### config.mk
export PLATFORM = sky130hd
export DESIGN_NAME = clock_control_logic_root
export DESIGN_NICKNAME = d
export VERILOG_FILES = /design/src/rtl/clock_tree_pkg.sv /design/src/rtl/clock_ack_synchronizer.sv /design/src/rtl/clock_control_logic_root.sv
export SDC_FILE = /design/constraint.sdc
export NUM_CORES = 1
export LEC_CHECK = 0
export CORE_UTILIZATION = 45
export DETAILED_ROUTE_END_ITERATION = 8
export GPL_ROUTABILITY_DRIVEN = 1
export PLACE_DENSITY_LB_ADDON = 0.08
export SKIP_CTS_REPAIR_TIMING = 1
export SYNTH_ARGS = -nofsm -noshare
export SYNTH_HDL_FRONTEND = slang
export SYNTH_SLANG_ARGS = --single-unit
### constraint.sdc
create_clock -name clock -period 2.5 [get_ports clock]
set_clock_uncertainty 0.15 [all_clocks]
set_input_delay 0.625 -clock clock [delete_from_list [all_inputs] [get_ports clock]]
set_output_delay 0.625 -clock clock [all_outputs]
set_load 0.005 [all_outputs]
### src/rtl/clock_tree_pkg.sv
// Shared types for the clock-tree root: controller states, the per-child status
// bundle, and the helpers that map one onto the other.
package clock_tree_pkg;

    typedef enum logic [2:0] {
        ST_STOP_ACK  = 3'd0,
        ST_SILENT    = 3'd1,
        ST_START_ACK = 3'd2,
        ST_SETTLE    = 3'd3,
        ST_READY     = 3'd4,
        ST_HOLD      = 3'd5
    } root_state_e;

    typedef struct packed {
        logic ready;
        logic silent;
        logic starting;
        logic stopping;
    } clock_status_t;

    // Status broadcast for a state; unknown encodings report stopping (the safe claim).
    function automatic clock_status_t status_of(input root_state_e st);
        clock_status_t s;
        s = '0;
        case (st)
            ST_STOP_ACK:  s.stopping = 1'b1;
            ST_SILENT:    s.silent   = 1'b1;
            ST_START_ACK: s.starting = 1'b1;
            ST_SETTLE:    s.starting = 1'b1;
            ST_READY:     s.ready    = 1'b1;
            ST_HOLD:      s.ready    = 1'b1;
            default:      s.stopping = 1'b1;
        endcase
        return s;
    endfunction

    function automatic int max3(input int a, input int b, input int c);
        int m;
        m = (a > b) ? a : b;
        return (m > c) ? m : c;
    endfunction

endpackage

### src/rtl/clock_ack_synchronizer.sv
// Flop-chain synchroniser for the source acknowledge; resets to a chosen level so
// the controller cannot see a stale "ack low" straight out of reset.
module clock_ack_synchronizer #(
    parameter int   STAGES      = 2,
    parameter logic RESET_VALUE = 1'b1
) (
    input  logic clock,
    input  logic async_resetn,
    input  logic async_in,
    output logic sync_out
);

    logic [STAGES-1:0] r_chain;

    // Shift the asynchronous input through the chain.
    always_ff @(posedge clock or negedge async_resetn) begin
        if (!async_resetn) begin
            r_chain <= {STAGES{RESET_VALUE}};
        end else begin
            r_chain <= {r_chain[STAGES-2:0], async_in};
        end
    end

    assign sync_out = r_chain[STAGES-1];

endmodule

### src/rtl/clock_control_logic_root.sv
// Root responder of the clock request protocol: sequences one source through its
// enable/ack handshake and broadcasts a shared status to every child gate.
module clock_control_logic_root
    import clock_tree_pkg::*;
#(
    parameter int NUM_CHILDREN    = 4,
    parameter int SETTLE_CYCLES   = 16,
    parameter int STOP_HYSTERESIS = 8,
    parameter int ACK_TIMEOUT     = 1024,
    parameter int SYNC_STAGES     = 2
) (
    input  logic                    clock,
    input  logic                    async_resetn,
    input  logic [NUM_CHILDREN-1:0] child_request,
    output logic [NUM_CHILDREN-1:0] child_ready,
    output logic [NUM_CHILDREN-1:0] child_silent,
    output logic [NUM_CHILDREN-1:0] child_starting,
    output logic [NUM_CHILDREN-1:0] child_stopping,
    output logic                    async_enable,
    input  logic                    async_enable_ack,
    output logic                    fault,
    input  logic                    fault_clear
);

    localparam int CNT_W = $clog2(max3(SETTLE_CYCLES, STOP_HYSTERESIS, ACK_TIMEOUT) + 1);
    localparam logic [CNT_W-1:0] CNT_ONE     = CNT_W'(1);
    localparam logic [CNT_W-1:0] SETTLE_LOAD = CNT_W'(SETTLE_CYCLES - 1);
    localparam logic [CNT_W-1:0] HYST_LOAD   = CNT_W'(STOP_HYSTERESIS - 1);
    localparam logic [CNT_W-1:0] TMO_LAST    = CNT_W'(ACK_TIMEOUT - 1);

    root_state_e     r_state;
    logic [CNT_W-1:0] r_count;
    clock_status_t   r_status;
    logic            r_enable;
    logic            r_fault;
    logic            w_ack_s;
    logic            w_any_req;

    assign w_any_req = |child_request;

    clock_ack_synchronizer #(
        .STAGES      (SYNC_STAGES),
        .RESET_VALUE (1'b1)
    ) u_ack_sync (
        .clock        (clock),
        .async_resetn (async_resetn),
        .async_in     (async_enable_ack),
        .sync_out     (w_ack_s)
    );

    // Controller FSM with the shared settle/hysteresis/timeout counter; the status and
    // enable registers are loaded together with the state so outputs never lag it.
    always_ff @(posedge clock or negedge async_resetn) begin
        if (!async_resetn) begin
            r_state  <= ST_STOP_ACK;
            r_count  <= '0;
            r_status <= status_of(ST_STOP_ACK);
            r_enable <= 1'b0;
            r_fault  <= 1'b0;
        end else begin
            if (fault_clear) begin
                r_fault <= 1'b0;
            end else begin
                r_fault <= r_fault;
            end
            case (r_state)
                ST_STOP_ACK: begin
                    if (!w_ack_s) begin
                        r_state  <= ST_SILENT;
                        r_status <= status_of(ST_SILENT);
                    end else if (r_count == TMO_LAST) begin
                        // Never claim silent without ack low; flag and keep waiting.
                        r_fault <= 1'b1;
                    end else begin
                        r_count <= r_count + CNT_ONE;
                    end
                end
                ST_SILENT: begin
                    if (w_any_req && !r_fault) begin
                        r_state  <= ST_START_ACK;
                        r_status <= status_of(ST_START_ACK);
                        r_enable <= 1'b1;
                        r_count  <= '0;
                    end else begin
                        r_state <= ST_SILENT;
                    end
                end
                ST_START_ACK: begin
                    if (w_ack_s) begin
                        r_state  <= ST_SETTLE;
                        r_status <= status_of(ST_SETTLE);
                        r_count  <= SETTLE_LOAD;
                    end else if (r_count == TMO_LAST) begin
                        r_fault  <= 1'b1;
                        r_enable <= 1'b0;
                        r_state  <= ST_STOP_ACK;
                        r_status <= status_of(ST_STOP_ACK);
                        r_count  <= '0;
                    end else begin
                        r_count <= r_count + CNT_ONE;
                    end
                end
                ST_SETTLE: begin
                    if (r_count == '0) begin
                        r_state  <= ST_READY;
                        r_status <= status_of(ST_READY);
                    end else begin
                        r_count <= r_count - CNT_ONE;
                    end
                end
                ST_READY: begin
                    if (!w_any_req) begin
                        r_state <= ST_HOLD;
                        r_count <= HYST_LOAD;
                    end else begin
                        r_state <= ST_READY;
                    end
                end
                ST_HOLD: begin
                    if (w_any_req) begin
                        r_state <= ST_READY;
                    end else if (r_count == '0) begin
                        r_state  <= ST_STOP_ACK;
                        r_status <= status_of(ST_STOP_ACK);
                        r_enable <= 1'b0;
                        r_count  <= '0;
                    end else begin
                        r_count <= r_count - CNT_ONE;
                    end
                end
                default: begin
                    r_state  <= ST_STOP_ACK;
                    r_status <= status_of(ST_STOP_ACK);
                    r_enable <= 1'b0;
                    r_count  <= '0;
                end
            endcase
        end
    end

    assign child_ready    = {NUM_CHILDREN{r_status.ready}};
    assign child_silent   = {NUM_CHILDREN{r_status.silent}};
    assign child_starting = {NUM_CHILDREN{r_status.starting}};
    assign child_stopping = {NUM_CHILDREN{r_status.stopping}};
    assign async_enable   = r_enable;
    assign fault          = r_fault;

endmodule

## Yosys cells after proc, flatten, opt, wreduce, memory -nomap -nowiden

Cells that the tools add are included.

| operators by class | value |
|---|---|
| add/subtract/negate cells | 2 |
| $mul | 0 |
| div/mod/pow operators | 0 |
| magnitude comparators | 0 |
| equality and inequality tests | 19 |
| shifts and indexed selects | 0 |
| mux-type cells | 38 |
| bitwise logic cells | 2 |
| reduce and logical (&&, ||, !) cells | 10 |

Operator list:

| kind | count |
|---|---|
| 11-bit two-way mux | 9 |
| 11-bit case mux with 6 select lines | 1 |
| 4-bit two-way mux | 7 |
| 4-bit case mux with 6 select lines | 1 |
| 2-bit inequality test (second input constant) | 10 |
| 3-bit two-way mux | 6 |
| 3-bit case mux with 6 select lines | 1 |
| 6-bit AND reduction | 2 |
| 11-bit by 1-bit adder with 11-bit output (second input constant) | 1 |
| 11-bit by 10-bit equality test with 1-bit output (second input constant) | 1 |
| 11-bit logical NOT | 1 |
| 11-bit by 1-bit subtractor with 11-bit output (second input constant) | 1 |
| 1-bit two-way mux | 10 |
| 7-bit AND reduction | 1 |
| 3-bit by 2-bit equality test with 1-bit output (second input constant) | 2 |
| 3-bit equality test (second input constant) | 2 |
| 1-bit case mux with 4 select lines | 1 |
| 4-bit AND reduction | 1 |
| 4-bit OR reduction | 1 |
| 3-bit by 1-bit equality test with 1-bit output (second input constant) | 1 |
| 3-bit logical NOT | 1 |
| 3-bit by 2-bit inequality test with 1-bit output (second input constant) | 1 |
| 3-bit inequality test (second input constant) | 1 |
| 3-bit OR reduction | 1 |
| other kinds (6) | 7 |

| storage, ports and cells | value |
|---|---|
| bits in registers | 22 |
| latch bits | 0 |
| memory bits (writable) | 0 |
| bits in read-only memories | 0 |
| output and inout bits | 18 |
| logic and storage cells | 80 |
| memories kept | 0 |

## Logic depth before layout (Yosys ltp)

| logic depth | value |
|---|---|
| word-level depth | 4 |
| mapped depth | 9 |
| depth with buffers taken out | 8 |

## Hierarchy

Synthesis repeated with hierarchy kept, for this count alone.

| unflattened totals | value |
|---|---|
| cell total of the unflattened synthesis | 213 |
| area, all modules | 1745.4 µm² |

By module, submodules not included:

| module | times used | cells an instance | area each (µm²) | seq. area each (µm²) |
|---|---|---|---|---|
| clock_control_logic_root | 1 | 211 | 1692.9 | 501.7 |
| clock_ack_synchronizer | 1 | 2 | 52.6 | 52.6 |

## Worst setup path after synthesis

Ideal clock, no wire load.

| timing path | value |
|---|---|
| kind | input port to flip-flop |
| start | input child_request[1] |
| end | register r_count[4] |
| setup time | 0.121 ns |
| data arrival time | 2.298 ns |
| path slack | -0.069 ns |
| stages on the path | 6 |
| buffers on the path | 0 |
| path through | nor4_1 a21oi_1 o311ai_0 o211ai_4 a21o_1 a22o_1 |

| on the way | value |
|---|---|
| cells in the longest elaborated chain, start to end | 4 |
| elaborated cells on any way between the ends | 6 |
| classes of those cells | 3 x eq/ne; 3 x reduce/logical |

Ends and longest elaborated chain:

| item | line | RTL |
|---|---|---|
| from (decl) | clock_control_logic_root.sv:14 | `input logic [NUM_CHILDREN-1:0] child_request,` |
| 4-bit OR reduction (*) | clock_control_logic_root.sv:39 | `assign w_any_req = \|child_request;` |
| 1-bit logical AND | clock_control_logic_root.sv:79 | `if (w_any_req && !r_fault) begin` |
| 2-bit inequality test (no line) | - |  |
| 6-bit AND reduction (no line) (*) | - |  |
| to (signal assigned) | clock_control_logic_root.sv:75 | `r_count <= r_count + CNT_ONE;` |
| to (signal assigned) | clock_control_logic_root.sv:100 | `r_count <= r_count + CNT_ONE;` |
| to (signal assigned) | clock_control_logic_root.sv:108 | `r_count <= r_count - CNT_ONE;` |
| to (decl) | clock_control_logic_root.sv:32 | `logic [CNT_W-1:0] r_count;` |

Every way passes the cells marked *; elsewhere a longest branch is shown, timed or not.
A chain may end at the register's enable or synchronous reset.

## Worst setup path after layout

| timing path | value |
|---|---|
| start | register r_count[7] |
| end | register r_count[3] |

| on the way | value |
|---|---|
| cells in the longest elaborated chain, start to end | 4 |
| elaborated cells on any way between the ends | 10 |
| classes of those cells | 3 x eq/ne; 5 x mux; 2 x reduce/logical |

Ends and longest elaborated chain:

| item | line | RTL |
|---|---|---|
| 11-bit by 10-bit equality test with 1-bit output / 11-bit logical NOT (equally long branches) | - |  |
| 11-bit two-way mux, on equally long branches | clock_control_logic_root.sv:93, clock_control_logic_root.sv:122 |  |
| 11-bit two-way mux, on equally long branches | clock_control_logic_root.sv:89, clock_control_logic_root.sv:120 |  |
| 11-bit case mux with 6 select lines | clock_control_logic_root.sv:66 | `case (r_state)` |

Parallel ways exist; a longest one is shown, timed or not. The select of a mux whose other input is x is not followed.

==> impl_results.md <==
* Post-synth EDFFs at 0
* Crit Path Class: register to register
* Crit. End Element: register
* Final Power at roughly 0.0037 W
* Die Ht at 66.17 um
* Startpoint Class: register
* Number of global-route vias before repair at about 1800
* GP Congestion at 0.9264
* Min-Delay Path Class: register to register
* Simple-gate share of the synthesized area at 25.73%
* Slew @ Worst Pin at 0.5741 ns
* Area grow syn2layout at 35.85%
* Clock Sink Count at 22
* I/O pin total at 26
* FMAX at around 400 MHz
* Fin worst setup slack at -0.03873 ns
* Final global-route overflow total at 0
* Outcome: finished, violations left
* Final period utilization at 101.5%
* CTS H-tree depth at 1
* Post-synthesis mux area share at 4.051%
* Failing checks: setup timing
* CTS tree: done
* Initial Util at about half
* ANT cells at 0
* Netlist cell types at 65
* Vias per cell at 5.893
* Asr flop ratio synth at 100.0%
* Post-route DRC at 0
* Leakage at approximately 1.1 nW
* Initial DRC Count at 143
* Root Buffer: clkbuf_8
* Unrepaired setup endpoints after global routing: yes
* Share of layout cells above drive strength 1 at a little under a third
* Maxcap violations at 0
* Synth Warn # at 0
* Final nets at 285
* Cells after synthesis at roughly 220
* Full die area at 0.004378 mm2
* Seq/Total Area, Yosys at 29.91%
* WP data required at approximately 2.5 ns
* Mean Syn Cell Area at about 8.5 um2
* First-pass iteration count of the detailed router at 4
* Top FF cell, synth: dfrtp_1
* Die W at 66.17 um
* Post-Synth XOR/XNOR Area at less than 1%
* Largest net degree at the start of global routing at 23
* Critical Path AT at ~2.6 ns
* Final hold slack at ~0.22 ns
* Wirelength, routed at approximately 5500 um
* All-layer global routing usage at 26.84%
* Filler Cell Count at 327
* Max Slew Vio Count at 0
* Number of failing hold endpoints at the final stage at 0
* Power Dens Cells at approximately 1500 mW/mm2
* Number of synthesized register bits at 22
* Final ANT Viol Nets at 0
* Compound-Gate Fraction of Synth Area at a little over a quarter
* Wirelength per Cell at between 15 and 20 um
* Max IR drop VDD at 0.6509 mV
* Slew margin rel. at approximately 62%
* PortBufs at 25
* Clock Path Buffers at 2
* CTS buffer count at 3
* Mapped Area at ~0.0019 mm2
* Clk pin slew, worst setup/hold paths at 0.09 ns
* Setup violators final at 6
* Routed via count at ~1900
* Syn nets at around 230
* Clock Latency Late Sink at between 0.2 and 0.3 ns
* Num rows at 22
* Crit-path max FO at 5
* Post-Synth Adder-Cell Area at under 10%
* Core area at roughly 0.0038 mm2
* Final Util at 66.27%
* Initial antenna violation count at 0
* Hpwl dp at 4098 um
* First-pass GRT wire length at around 9000 um
* Post-layout min period at roughly 2.5 ns
* Largest family of logic cells by synthesized area: compound AO/OA/AOI/OAI gates
-- state kept, by name, indices dropped and copies added (netlist names) --
register	count
u_ack_sync.r_chain	2
async_enable	1
child_ready	1
r_count	11
child_starting	1
child_stopping	1
r_state	3
child_silent	1
fault	1
-- synthesized netlist by cell type, types with 2 or more instances --
| cell | number | share of area, % |
|---|---|---|
| o21ai_0 | 20 | 5.4 |
| dfrtp_1 | 19 | 26 |
| nand2_1 | 19 | 3.8 |
| nor2_1 | 15 | 3.0 |
| buf_4 | 12 | 4.9 |
| nor3_1 | 11 | 3.0 |
| a21oi_1 | 9 | 2.4 |
| inv_1 | 8 | 1.6 |
| clkbuf_1 | 7 | 1.4 |
| ha_1 | 5 | 3.4 |
| o22ai_1 | 5 | 1.7 |
| a31oi_1 | 4 | 1.4 |
| and3_1 | 4 | 1.4 |
| nand2b_1 | 4 | 1.4 |
| o211ai_1 | 4 | 1.6 |
| and2_1 | 3 | 1.0 |
| dfstp_2 | 3 | 4.3 |
| mux2_4 | 3 | 2.4 |
| mux2i_1 | 3 | 1.6 |
| nand3_1 | 3 | 0.81 |
| nor3b_1 | 3 | 1.2 |
| or3_1 | 3 | 1.0 |
| a21boi_0 | 2 | 0.81 |
| a21o_1 | 2 | 0.81 |
| a22o_1 | 2 | 0.95 |
| a31o_2 | 2 | 0.95 |
| nand4_1 | 2 | 0.68 |
| nor2b_1 | 2 | 0.68 |
| nor4_1 | 2 | 0.68 |
| or3_4 | 2 | 1.2 |
-- power breakdown --
group	total, W	leakage [nW]	switching (W)	internal, W
sequential	0.000605	0.284	0.000122	0.000482
combinational	0.00271	0.785	0.00130	0.00142
clock	0.000342	0.0357	0.000128	0.000214
-- layout by cell type, fill, tap and decap left out, types with 4 or more instances in the layout --
cell	count
inv_1	8
a21oi_1	8
o21ai_0	15
a31oi_1	4
buf_4	43
o22ai_1	5
o211ai_1	4
nor2_1	14
and3_1	4
nand2_1	18
o21ai_1	5
ha_1	4
dfrtp_1	19
nor3_1	11
clkdlybuf4s50_1	25
-- through the flow --
stage	cell area, um2	std cells	worst slack [ns]	setup TNS [ns]
floorplan	1883	218	0.0009552	0
global placement	2347	309	-0.08602	-0.4482
detailed placement	2347	309	-0.1053	-0.6504
CTS	2419	313	-0.02700	-0.08033
global route	2517	319	-0.09467	-0.7050
finish	2517	319	-0.03873	-0.1629
-- routing by layer --
metal	vias up	GRT usage [%]	routed length (um)
met2	66	45.66	2733
met1	895	34.09	2383
met5	-	0	0
met4	0	11.44	108
met3	11	3.103	229
li1	908	-	-
-- cell type report --
type | count | area (um2) | share of cell area (%)
clock buffers | 3 | 41.29 | 1.640
clock inverters | 1 | 30.03 | 1.193
inverters | 8 | 30.03 | 1.193
multi-input cells | 166 | 1184 | 47.02
flip-flops and latches | 22 | 554.3 | 22.02
well taps | 48 | 60.06 | 2.386
repair buffers | 71 | 618.1 | 24.55
-- cells by family (layout without fill, tap and decap cells) --
family	Yosys count	in the layout
buf+inv	30	83
fa+ha+maj	5	5
xor+xnor	2	2
compound gates	69	69
flops	22	22
simple gates	84	84
mux	6	6
-- path summary, 6_finish.rpt --
path                       slack, ns                     to             startpoint  cells after the start
max                            -0.04             r_count[3]             r_count[7]                      8
min                             0.22  u_ack_sync.r_chain[1]  u_ack_sync.r_chain[0]                      0
max reg2reg                    -0.04             r_count[3]             r_count[7]                      8
min reg2reg                     0.22  u_ack_sync.r_chain[1]  u_ack_sync.r_chain[0]                      0
max in group asynchronous       1.37      child_stopping[0]           async_resetn                      2
min in group asynchronous       0.55         child_ready[0]           async_resetn                      2
-- critical path, stage by stage (launching register included) --
cell and delay, ns:
dfrtp_1 0.41, or3_4 0.39, or4_4 0.46, o41ai_4 0.35, buf_4 0.22, buf_4 0.13
nor2_1 0.05, a311oi_2 0.17, o21ai_0 0.10
Note: power is estimated with default switching activity, not from simulation.
